<file path="src/rtl/print_pkg.sv">
`default_nettype none
// +----------------------------------------------------------------------+
// | print_pkg: print-line geometry and shifter FSM state encoding.         |
// | Rev 1.0                                                              |
// +----------------------------------------------------------------------+
package print_pkg;

    localparam int DOTS_PER_LINE   = 384;
    localparam int BYTES_PER_LINE  = 48;
    localparam int DOTS_PER_GROUP  = 64;
    localparam int GROUPS_PER_LINE = 6;

    typedef enum logic [2:0] {
        ST_IDLE  = 3'd0,
        ST_FETCH = 3'd1,
        ST_LOAD  = 3'd2,
        ST_LOW   = 3'd3,
        ST_HIGH  = 3'd4,
        ST_DONE  = 3'd5
    } state_t;

endpackage : print_pkg
`default_nettype wire

</file>
<file path="src/rtl/print_bit_clock.sv">
`default_nettype none
// +----------------------------------------------------------------------+
// | print_bit_clock: CLK_DIV half-period divider producing CLKimpr level. |
// | Rev 1.0                                                              |
// +----------------------------------------------------------------------+
module print_bit_clock #(
    parameter int CLK_DIV = 4
) (
    input  logic clk_i,
    input  logic rst_i,
    input  logic en_i,
    output logic half_done_o,
    output logic clkimpr_o
);

    localparam int             CW       = $clog2(CLK_DIV + 1);
    localparam logic [CW-1:0]  C_LAST   = CW'(CLK_DIV - 1);

    logic [CW-1:0] cnt_q;
    logic          lvl_q;

    assign half_done_o = en_i && (cnt_q == C_LAST);
    assign clkimpr_o   = lvl_q;

    // Dropping enable parks the clock low so every new LOW phase starts aligned.
    always_ff @(posedge clk_i) begin
        if (rst_i || !en_i) begin
            cnt_q <= '0;
            lvl_q <= 1'b0;
        end else if (cnt_q == C_LAST) begin
            cnt_q <= '0;
            lvl_q <= ~lvl_q;
        end else begin
            cnt_q <= cnt_q + CW'(1);
        end
    end

endmodule : print_bit_clock
`default_nettype wire

</file>
<file path="src/rtl/print_line_shifter.sv">
`default_nettype none
// +----------------------------------------------------------------------+
// | print_line_shifter: fetches a print line byte-wise, shifts it MSB     |
// | first onto DO with the CLKimpr head clock. Rev 1.0                    |
// +----------------------------------------------------------------------+
module print_line_shifter
    import print_pkg::*;
#(
    parameter int DOTS    = DOTS_PER_LINE,
    parameter int CLK_DIV = 4,
    parameter int ADDR_W  = 6
) (
    input  logic              CLK,
    input  logic              RST,
    input  logic              line_valid,
    output logic              line_ack,
    output logic              busy,
    output logic              rd_en,
    output logic [ADDR_W-1:0] rd_addr,
    input  logic [7:0]        rd_data,
    input  logic              stb_busy,
    output logic              CLKimpr,
    output logic              DO
);

    localparam logic [ADDR_W-1:0] C_LAST_BYTE = ADDR_W'(DOTS / 8 - 1);

    state_t            state_q;
    logic [ADDR_W-1:0] byte_q;
    logic [2:0]        bit_q;
    logic [7:0]        sr_q;
    logic              do_q;
    logic              ack_q;
    logic              rd_en_q;
    logic              bit_en;
    logic              half_done;

    assign bit_en   = (state_q == ST_LOW) || (state_q == ST_HIGH);
    assign busy     = (state_q != ST_IDLE);
    assign line_ack = ack_q;
    assign rd_en    = rd_en_q;
    assign rd_addr  = byte_q;
    assign DO       = do_q;

    print_bit_clock #(
        .CLK_DIV (CLK_DIV)
    ) u_bit_clock (
        .clk_i       (CLK),
        .rst_i       (RST),
        .en_i        (bit_en),
        .half_done_o (half_done),
        .clkimpr_o   (CLKimpr)
    );

    always_ff @(posedge CLK) begin
        if (RST) begin
            state_q <= ST_IDLE;
            byte_q  <= '0;
            bit_q   <= 3'd0;
            sr_q    <= 8'd0;
            do_q    <= 1'b0;
            ack_q   <= 1'b0;
            rd_en_q <= 1'b0;
        end else begin
            ack_q   <= 1'b0;
            rd_en_q <= 1'b0;
            case (state_q)
                ST_IDLE: begin
                    if (line_valid && !stb_busy) begin
                        state_q <= ST_FETCH;
                        rd_en_q <= 1'b1;
                    end
                end
                ST_FETCH: state_q <= ST_LOAD;
                ST_LOAD: begin
                    // rd_data is valid now, one cycle after the FETCH strobe.
                    sr_q    <= rd_data;
                    do_q    <= rd_data[7];
                    bit_q   <= 3'd7;
                    state_q <= ST_LOW;
                end
                ST_LOW: begin
                    if (half_done) begin
                        state_q <= ST_HIGH;
                    end
                end
                ST_HIGH: begin
                    if (half_done) begin
                        if (bit_q != 3'd0) begin
                            bit_q   <= bit_q - 3'd1;
                            do_q    <= sr_q[bit_q - 3'd1];
                            state_q <= ST_LOW;
                        end else if (byte_q != C_LAST_BYTE) begin
                            byte_q  <= byte_q + ADDR_W'(1);
                            rd_en_q <= 1'b1;
                            state_q <= ST_FETCH;
                        end else begin
                            byte_q  <= '0;
                            do_q    <= 1'b0;
                            ack_q   <= 1'b1;
                            state_q <= ST_DONE;
                        end
                    end
                end
                ST_DONE: state_q <= ST_IDLE;
                default: state_q <= ST_IDLE;
            endcase
        end
    end

endmodule : print_line_shifter
`default_nettype wire

</file>
<file path="config.mk">
export PLATFORM = sky130hd
export DESIGN_NAME = print_line_shifter
export DESIGN_NICKNAME = d
export VERILOG_FILES = /design/src/rtl/print_pkg.sv /design/src/rtl/print_bit_clock.sv /design/src/rtl/print_line_shifter.sv
export SDC_FILE = /design/constraint.sdc
export NUM_CORES = 1
export LEC_CHECK = 0
export ABC_AREA = 1
export BUFFER_PORTS_ARGS = -buffer_cell sky130_fd_sc_hd__buf_2
export CORE_MARGIN = 10
export CORE_UTILIZATION = 39
export CTS_CLUSTER_SIZE = 8
export DETAILED_ROUTE_END_ITERATION = 12
export GPL_ROUTABILITY_DRIVEN = 0
export PLACE_DENSITY = 0.58
export REMOVE_ABC_BUFFERS = 1
export SYNTH_ARGS = -nofsm -noshare
export SYNTH_HDL_FRONTEND = slang
export SYNTH_SLANG_ARGS = --single-unit
</file>
<file path="constraint.sdc">
create_clock -name CLK -period 3.5 [get_ports CLK]
set_input_delay 0.525 -clock CLK [delete_from_list [all_inputs] [get_ports CLK]]
set_output_delay 0.525 -clock CLK [all_outputs]
set_load 0.02 [all_outputs]
</file>
**Word level (Yosys, flattened, before mapping)**

Cells that the tools add are included.

- Register bits after elaboration: 27
- Bits in latches: 0
- Bits in writable memories: 0
- Bits in read-only memories: 0
- Input bits: 12
- Output and inout port bits: 11
- Word-level logic and storage cells: 66
- Memories kept: 0

- Add/subtract/negate cells: 3
- $mul: 0
- Divide/modulo/power cells: 0
- Magnitude comparators: 1
- Eq/ne operators: 11
- Shift operators: 0
- Multiplexer cells: 22
- Bitwise operators: 4
- Reduce and logical (&&, ||, !) cells: 16

Operators with widths:

| kind | number |
|---|---|
| $mux W3 | 7 |
| $pmux W3 S5 | 1 |
| $reduce_and A3 Y1 | 4 |
| $eq A3 B2 Y1 const B | 3 |
| $mux W1 | 9 |
| $add A6 B1 Y6 const B | 1 |
| $mux W6 | 1 |
| $ne A2 B2 Y1 const B | 3 |
| $ne A6 B6 Y1 const B | 1 |
| $pmux W3 S2 | 1 |
| $reduce_bool A3 Y1 | 2 |
| $lt A3 B4 Y1 const B | 1 |
| $not A1 Y1 | 4 |
| $pmux W1 S2 | 2 |
| $reduce_or A4 Y1 | 1 |
| $add A3 B1 Y3 const B | 1 |
| $bmux W1 S3 | 1 |
| $eq A3 B1 Y1 const B | 1 |
| $eq A3 B3 Y1 const B | 1 |
| $logic_not A3 Y1 | 1 |
| $ne A3 B3 Y1 const B | 1 |
| $sub A3 B1 Y3 const B | 1 |
| $logic_and A1 B1 Y1 | 2 |
| $logic_not A1 Y1 | 2 |
| 4 further kinds | 5 |

**Depth between registers and ports, before layout**

Gate-level depths: netlist of run 1.

- Depth in word-level cells: 6
- Mapped depth: 10
- Gate-level depth less buffers: 10

**By module**

Synthesis of run 1 repeated with hierarchy kept, for this count alone.

- Cell total of the unflattened synthesis: 192
- Area total of the unflattened synthesis: 1365.1 µm²

By module, submodules not included:

| module | instances | cells each | area each (µm²) | sequential area each (µm²) |
|---|---|---|---|---|
| print_line_shifter | 1 | 170 | 1196.1 | 460.4 |
| print_bit_clock | 1 | 22 | 168.9 | 80.1 |

**Worst setup path before layout of run 1**

OpenSTA, ideal clock, no wires.

- Path kind: reg2reg
- From: register byte_q[0], in the netlist rd_addr[0]
- To: register do_q, in the netlist DO
- Library setup time: 117 ps
- Data arrival time: 1321 ps
- Data required time: 3383 ps
- Slack: 2062 ps
- Stages on the path, launching flop included: 9
- Path buffers: 0
- Period minus slack after synthesis: 1438 ps
- Path through: dfxtp_1 > ha_1 > nand3_1 > inv_1 > nand2_1 > nand2_2 > nand2_1 > nor2_1 > a21oi_1

- Longest elaborated chain between the ends: 3

RTL lines:

| element | line | RTL |
|---|---|---|
| start, declared | print_line_shifter.sv:29 | `logic [ADDR_W-1:0] byte_q;` |
| start signal, assigned | print_line_shifter.sv:94 | `byte_q <= byte_q + ADDR_W'(1);` |
| $ne A6 B6 Y1 | print_line_shifter.sv:93 | `end else if (byte_q != C_LAST_BYTE) begin` |
| $ne A3 B3 Y1 (no line) | - |  |
| $reduce_and A3 Y1 (no line) | - |  |
| end signal, assigned | print_line_shifter.sv:78 | `do_q <= rd_data[7];` |
| end signal, assigned | print_line_shifter.sv:91 | `do_q <= sr_q[bit_q - 3'd1];` |
| end, declared | print_line_shifter.sv:32 | `logic do_q;` |

No other way between the ends.
A chain may end at the register's enable or synchronous reset.

**Worst setup path after layout of run 1**

- From: register state_q[1]
- To: output busy

- Longest elaborated chain between the ends: 1

RTL lines:

| element | line | RTL |
|---|---|---|
| start, declared | print_line_shifter.sv:28 | `state_t state_q;` |
| start signal, assigned | print_line_shifter.sv:57 | `state_q <= ST_IDLE;` |
| start signal, assigned | print_line_shifter.sv:70 | `state_q <= ST_FETCH;` |
| start signal, assigned | print_line_shifter.sv:74 | `ST_FETCH: state_q <= ST_LOAD;` |
| $reduce_bool A3 Y1 | print_line_shifter.sv:39 | `assign busy = (state_q != ST_IDLE);` |
| end, declared | print_line_shifter.sv:17 | `output logic busy,` |

No other way between the ends.

==> results of run 1 <==
[state kept, by name, summed over array words and instances, names as in the netlist]
register / flops
sr_q: 8
rd_addr: 6
bit_q: 3
state_q: 3
u_bit_clock.cnt_q: 3
DO: 1
line_ack: 1
rd_en: 1
u_bit_clock.clkimpr_o: 1
[area by class of cell]
cell class	count	area, um2	area share (%)
Clock inverter	1	7.51	0.498
Inverter	32	120	7.97
Multi-Input combinational cell	125	648	43.0
Sequential cell	27	541	35.9
Clock buffer	3	22.5	1.50
Tap cell	46	57.6	3.82
Timing Repair Buffer	22	110	7.31
[cells in the mapped netlist (all sizes together)]
cell type,count,share of area (%)
a21oi,18,6.8
a221oi,1,0.66
buf,2,0.94
clkbuf,1,0.28
dfxtp,27,41
ha,5,4.7
inv,32,9.1
nand2,38,11
nand3,16,6.4
nand3b,1,0.85
nand4,2,0.94
nor2,24,9.1
nor3,3,1.1
o21a,1,0.57
o21ai,14,5.3
or2,1,0.47
xor2,1,0.66
[report_power, final]
| part | internal [W] | switching [W] | total [W] |
|---|---|---|---|
| registers | 0.000371 | 0.0000438 | 0.000415 |
| logic | 0.000145 | 0.000269 | 0.000414 |
| clock network | 0.0000439 | 0.0000951 | 0.000139 |
| total | 0.000560 | 0.000407 | 0.000968 |
[layer usage]
metal  GRT usage, %  vias up
li1               -      643
met1           9.71      524
met2           15.1       23
met3           3.53        5
met4           3.23        0
met5              0        -
[kinds of logic after synthesis]
family / Yosys count / share of synthesized area [%]
compound gates: 34 / 13.3
xor+xnor: 1 / 0.661
fa+ha+maj: 5 / 4.72
buf+inv: 35 / 10.3
flops: 27 / 40.8
simple gates: 85 / 30.2
[worst min-delay path by stage]
stage | from | end | slack [ns] | depth (start not counted)
floorplan | u_bit_clock.cnt_q[0] | u_bit_clock.cnt_q[0] | 0.40 | 1
global placement | u_bit_clock.cnt_q[0] | u_bit_clock.cnt_q[0] | 0.41 | 1
detailed placement | u_bit_clock.cnt_q[0] | u_bit_clock.cnt_q[0] | 0.43 | 1
CTS | RST | rd_addr[4] | 0.43 | 2
global route | RST | rd_addr[1] | 0.43 | 2
finish | RST | rd_addr[4] | 0.43 | 2
[stage by stage]
| stage | setup slack, ns | hold slack (ns) |
|---|---|---|
| 4_1_cts | 1.66 | 0.427 |
| 6_report | 1.68 | 0.431 |
| 2_1_floorplan | 2.06 | 0.399 |
| 5_1_grt | 1.58 | 0.435 |
| 3_3_place_gp | 1.99 | 0.406 |
| 3_5_place_dp | 1.94 | 0.429 |
==> results.md, run 1 <==
* Die Y at 78.3 um
* Via count of the first global-routing pass at 1084
* Max Slew Vio Count at 0
* CTS buffer count at 3
* DP Cell Count at 252
* Seq/Total Area, Yosys at 40.8%
* First-pass GRT wire length at 4.55 mm
* WL met3 at 197 um
* Drt total wl at 2.80 mm
* Maximum number of pins on one net before global-route repair at 18
* Post-CTS Setup Inserts at 0
* R2r endpoint: rd_addr[3]
* Yosys cell types at 23
* Total clock sinks at 27
* Final Non-Filler Cells at 256
* Reg2Reg Depth at 9
* Root Buffer: clkbuf_4
* Setup-failing EPs final at 0
* Mapped Area at 1330 um2
* Ports at 23
* RSZ-0062 raised after global routing: no
* Syn avg cell area at 7.09 um2
* Routed length on met2 at 1.33 mm
* Slew HR at 70.0%
* Initial Util at 40.0%
* Leak Pwr at 0.703 nW
* Final Critical Period at 1.82 ns
* Max-cap check violation count at 0
* Worst Setup EP: busy
* ANT cells at 0
* Synth warn at 0
* IO Port Bufs at 22
* M1 wire length at 1.23 mm
* Startpoint types: flop
* Setup crit start: state_q[1]
* WS Path Type: flop to output port
* Worst Setup End Kind: output port
* Total gr overflow at 0
* Synth Register Bits at 27
* Mapped Cells at 187
* Nets at 228
* Max VDD drop at 0.000244 V
* Req. time, crit path at 2.97 ns
* Final Skew at 0.00743 ns
* WP data arrival at 1.30 ns
* Area after DPL at 1480 um2
* CP top delay family: flip-flops
* Worst path slowest cell: dfxtp_1
* Drc violations at 0
* Area growth syn-to-layout at 13.7%
* Core region area at 3310 um2
* Hold-fix buffers, CTS at 0
* CTS tree: done
* Total Power at 0.000968 W
* Most common cell after layout, fill and taps aside: nand2_1
* PwrDens at 642 nW/um2
* WL/cell at 10.9 um
* Initial antenna violation count at 0
* Status: completed
* Fin area at 1510 um2
* Row cnt at 21
* Gr usage total at 8.87%
* Layout filler cell count at 366
* Clock latency on the worst-skew pair at 0.34 ns
* DP HPWL at 2.23 mm
* FF-to-FF Start: bit_q[0]
* Final hold violation count at 0
* Type of the most critical hold path: input pin to flop
* Antenna Violating Nets Remaining at 0
* Initial DRC Count at 64
* Die extent in x at 78.3 um
* Final TNS setup at 0 ns
* FF-to-FF setup slack at 1.88 ns
* Final critical-path share of the clock period at 52.1%
* Final core utilization at 45.5%
* First-pass DRT Iterations at 4
* Most frequent cells in the layout: nand2_1 (35), inv_1 (30), dfxtp_1 (27), buf_2 (22), nor2_1 (20)
* Bufs and invs on worst path at 3
* Top Layer Used: met4
* Critical-path cell list: nor2_4 -> inv_2 -> nor2_1 -> inv_1 -> buf_2
* Post-CTS resize count at 0
* Vias per cell at 4.67
* Worst-path clk slew at 0.15 ns
* Worst path depth at 5
* Critical path fanouts, max at 5
* Clock buffer depth at 2
* H-tree levels at 1
* Vias at 1195
* Share of cells above drive strength 1 at 17.6%
* Worst Max-Slew Pin Slew at 0.449 ns
* Slowest stage delay, CP at 0.39 ns
* Max Clock Freq at 549 MHz
* Die area at 6130 um2
No activity file was read; power rests on OpenSTA's default activity.
==> run 2: changes to the inputs <==
Settings changed: ABC_AREA 1 to 0.
Clock period 3.5 ns to 1.9 ns, I/O delays scaled along.
==> run 2 against run 1 <==
- sequential share of layout area increased by 1.1 points
- clock skew decreased by 0.0036 ns
- critical path type is now flop to flop
- largest power group unchanged
- non-clock buffer count increased by 3
- register-to-register slack got worse by 1.7 ns
- clock-buffer cell count unchanged
- die area decreased by 1.8%
- clock power increased by 81%
- critical endpoint is now rd_addr[0]
- cell area decreased by 3.1%
==> results.md, run 2 <==
* Initial Util at 41.7% (was 40.0%)
* Yosys cell types at 39 (was 23)
* Post-synth ARST share at 0% (unchanged)
* Max Clock Freq at 572 MHz
* Max VDD drop at 0.000320 V (was 0.000244 V)
* Die extent in x at 77.6 um (was 78.3 um)
* CTS tree: done (unchanged)
* Critical path fanouts, max at 12 (was 5)
* Area growth syn-to-layout at 13.0% (was 13.7%)
* Share of cells above drive strength 1 at 25.0% (was 17.6%)
* Final Critical Period at 1.75 ns
* PwrDens at 692 nW/um2 (was 642 nW/um2)
* Layout filler cell count at 334 (was 366)
* Row cnt at 20 (was 21)
* Fin area at 1460 um2 (was 1510 um2)
* Syn avg cell area at 9.43 um2 (was 7.09 um2)
* Mapped Area at 1290 um2 (was 1330 um2)
* Most common cell after layout, fill and taps aside: dfxtp_1 (was nand2_1)
* Gr usage total at 9.10% (was 8.87%)
* Most frequent cells in the layout: dfxtp_1 (27), buf_2 (22), nor2_1 (16), mux2i_1 (10), inv_1 (7) (was nand2_1 (35), inv_1 (30), dfxtp_1 (27), buf_2 (22), nor2_1 (20))
* Synth warn at 0 (unchanged)
* ANT cells at 0 (unchanged)
* Max-cap check violation count at 0 (unchanged)
* Post-Place Worst Slack at 0.150 ns (was 1.94 ns)
* Number of flops mapped to enable cells by yosys at 0 (unchanged)
* Die area at 6020 um2 (was 6130 um2)
* Post-synth top cells: dfxtp_1 (27), nor2_1 (16), mux2i_1 (10), inv_1 (7) (was nand2_1 (35), inv_1 (30), dfxtp_1 (27), nor2_1 (20), a21oi_1 (18))
* DP HPWL at 1.94 mm (was 2.23 mm)
* Drc violations at 0 (unchanged)
* Worst Max-Slew Pin Slew at 0.452 ns (was 0.449 ns)
* Initial antenna violation count at 0 (unchanged)
* Count leader, synth: dfxtp_1 (was nand2_1)
* Share of the synthesized area in the top cell type at 41.8% (was 40.8%)
* First-pass DRT Iterations at 4 (unchanged)
* Area after DPL at 1420 um2 (was 1480 um2)
* Ports at 23 (unchanged)
* Type of the most critical hold path: input pin to flop (unchanged)
* Core region area at 3100 um2 (was 3310 um2)
* Seq/Total Area, Yosys at 41.8% (was 40.8%)
* Main area contributors after synthesis: dfxtp_1 (42%), mux2i_1 (7.7%), ha_1 (4.8%) (was dfxtp_1 (41%), nand2_1 (9.9%), inv_1 (8.5%))
* Final worst slack at 0.152 ns (was 1.68 ns)
* Total clock sinks at 27 (unchanged)
* Synth Register Bits at 27 (unchanged)
* Die Y at 77.6 um (was 78.3 um)
* Startpoint types: flop (unchanged)
* Final critical-path share of the clock period at 92.0%
* Clock buffer depth at 2 (unchanged)
* Most area-hungry cell type in the Yosys netlist: dfxtp_1 (unchanged)
* Drt total wl at 2.66 mm (was 2.80 mm)
* Max Slew Vio Count at 0 (unchanged)
* Maximum number of pins on one net before global-route repair at 25 (was 18)
* Vias per cell at 5.19 (was 4.67)
* Total Power at 0.00101 W (was 0.000968 W)
* WS Path Type: flop to flop (was flop to output port)
* Max reg flops at 8 (unchanged)
* Via count of the first global-routing pass at 1004 (was 1084)
* WL/cell at 13.3 um (was 10.9 um)
* Commonest register cell after synthesis: dfxtp_1 (unchanged)
* Req. time, crit path at 2.17 ns (was 2.97 ns)
* Final hold violation count at 0 (unchanged)
* WP data arrival at 2.02 ns (was 1.30 ns)
* Slew HR at 69.8% (was 70.0%)
* Setup-failing EPs final at 0 (unchanged)
* Status: completed (unchanged)
* First-pass GRT wire length at 4.66 mm (was 4.55 mm)
* Worst Setup End Kind: flop (was output port)
* H-tree levels at 1 (unchanged)
* Antenna Violating Nets Remaining at 0 (unchanged)
* Initial DRC Count at 86 (was 64)
* IO Port Bufs at 22 (unchanged)
* RSZ-0062 raised after global routing: no (unchanged)
* Worst-path clk slew at 0.15 ns (about the same)
* Nets at 174 (was 228)
* Root Buffer: clkbuf_4 (unchanged)
* Final Skew at 0.00385 ns (was 0.00743 ns)
* Hold-fix buffers, CTS at 0 (unchanged)
* Leak Pwr at 0.569 nW (was 0.703 nW)
* Clock latency on the worst-skew pair at 0.33 ns (was 0.34 ns)
* CTS buffer count at 3 (unchanged)
* Mapped Cells at 137 (was 187)
* Register name with the most flops: sr_q (unchanged)
* Hold_ws at 0.173 ns (was 0.431 ns)
* Total gr overflow at 0 (unchanged)
* Vias at 1037 (was 1195)
[run 2: cells by family after synthesis]
logic type / share of synthesized area [%]
xor+xnor: 3.39
flops: 41.8
simple gates: 22.1
mux: 9.49
compound gates: 11.4
fa+ha+maj: 4.84
buf+inv: 6.97
[run 2: layout make-up]
cell class	count	area [um2]	area share [%]
clock inverter	1	5.00	0.343
timing repair buffer	25	133	9.08
inverter	7	26.3	1.80
sequential	27	541	37.0
tap	44	55.1	3.77
clock buffer	3	22.5	1.54
multi-input combinational	93	678	46.4
[run 2: report_power, final]
| part | internal [W] | switching, W | total [W] |
|---|---|---|---|
| Clock | 0.0000791 | 0.000173 | 0.000252 |
| Sequential | 0.000586 | 0.0000157 | 0.000602 |
| Combinational | 0.0000719 | 0.0000845 | 0.000156 |
| Total | 0.000737 | 0.000273 | 0.00101 |
[run 2: routing by layer]
metal,track usage [%],routed length [um]
met1,11.2,1270
met2,14.2,1210
met3,3.23,155
met4,3.28,26
met5,0,0
[run 2: repair_timing]
action / 4_1_cts / 5_1_grt
resized for setup: 0 / 2
setup endpoints to repair: 0 / 2
setup buffers: 0 / 0
[run 2: stage by stage]
stage | util [%] | setup TNS, ns | instances
floorplan | - | -0.617 | 127
global placement | 45.6 | 0 | 196
detailed placement | 45.6 | 0 | 196
CTS | 46.5 | 0 | 200
global route | 47.1 | 0 | 200
finish | 47.1 | 0 | 200
[run 2: final timing paths]
path,start,slack [ns],cells past startpoint,to
max,bit_q[0],0.15,6,rd_addr[0]
min,rd_data[4],0.17,3,sr_q[4]
max reg2reg,bit_q[0],0.15,6,rd_addr[0]
min reg2reg,u_bit_clock.cnt_q[0],0.46,1,u_bit_clock.cnt_q[0]
[run 2: critical path, stage by stage, from the launching register on]
cell	delay [ns]
dfxtp_1	0.34
inv_1	0.09
ha_4	0.13
ha_1	0.40
nand2_1	0.21
or3b_1	0.38
a21oi_1	0.14
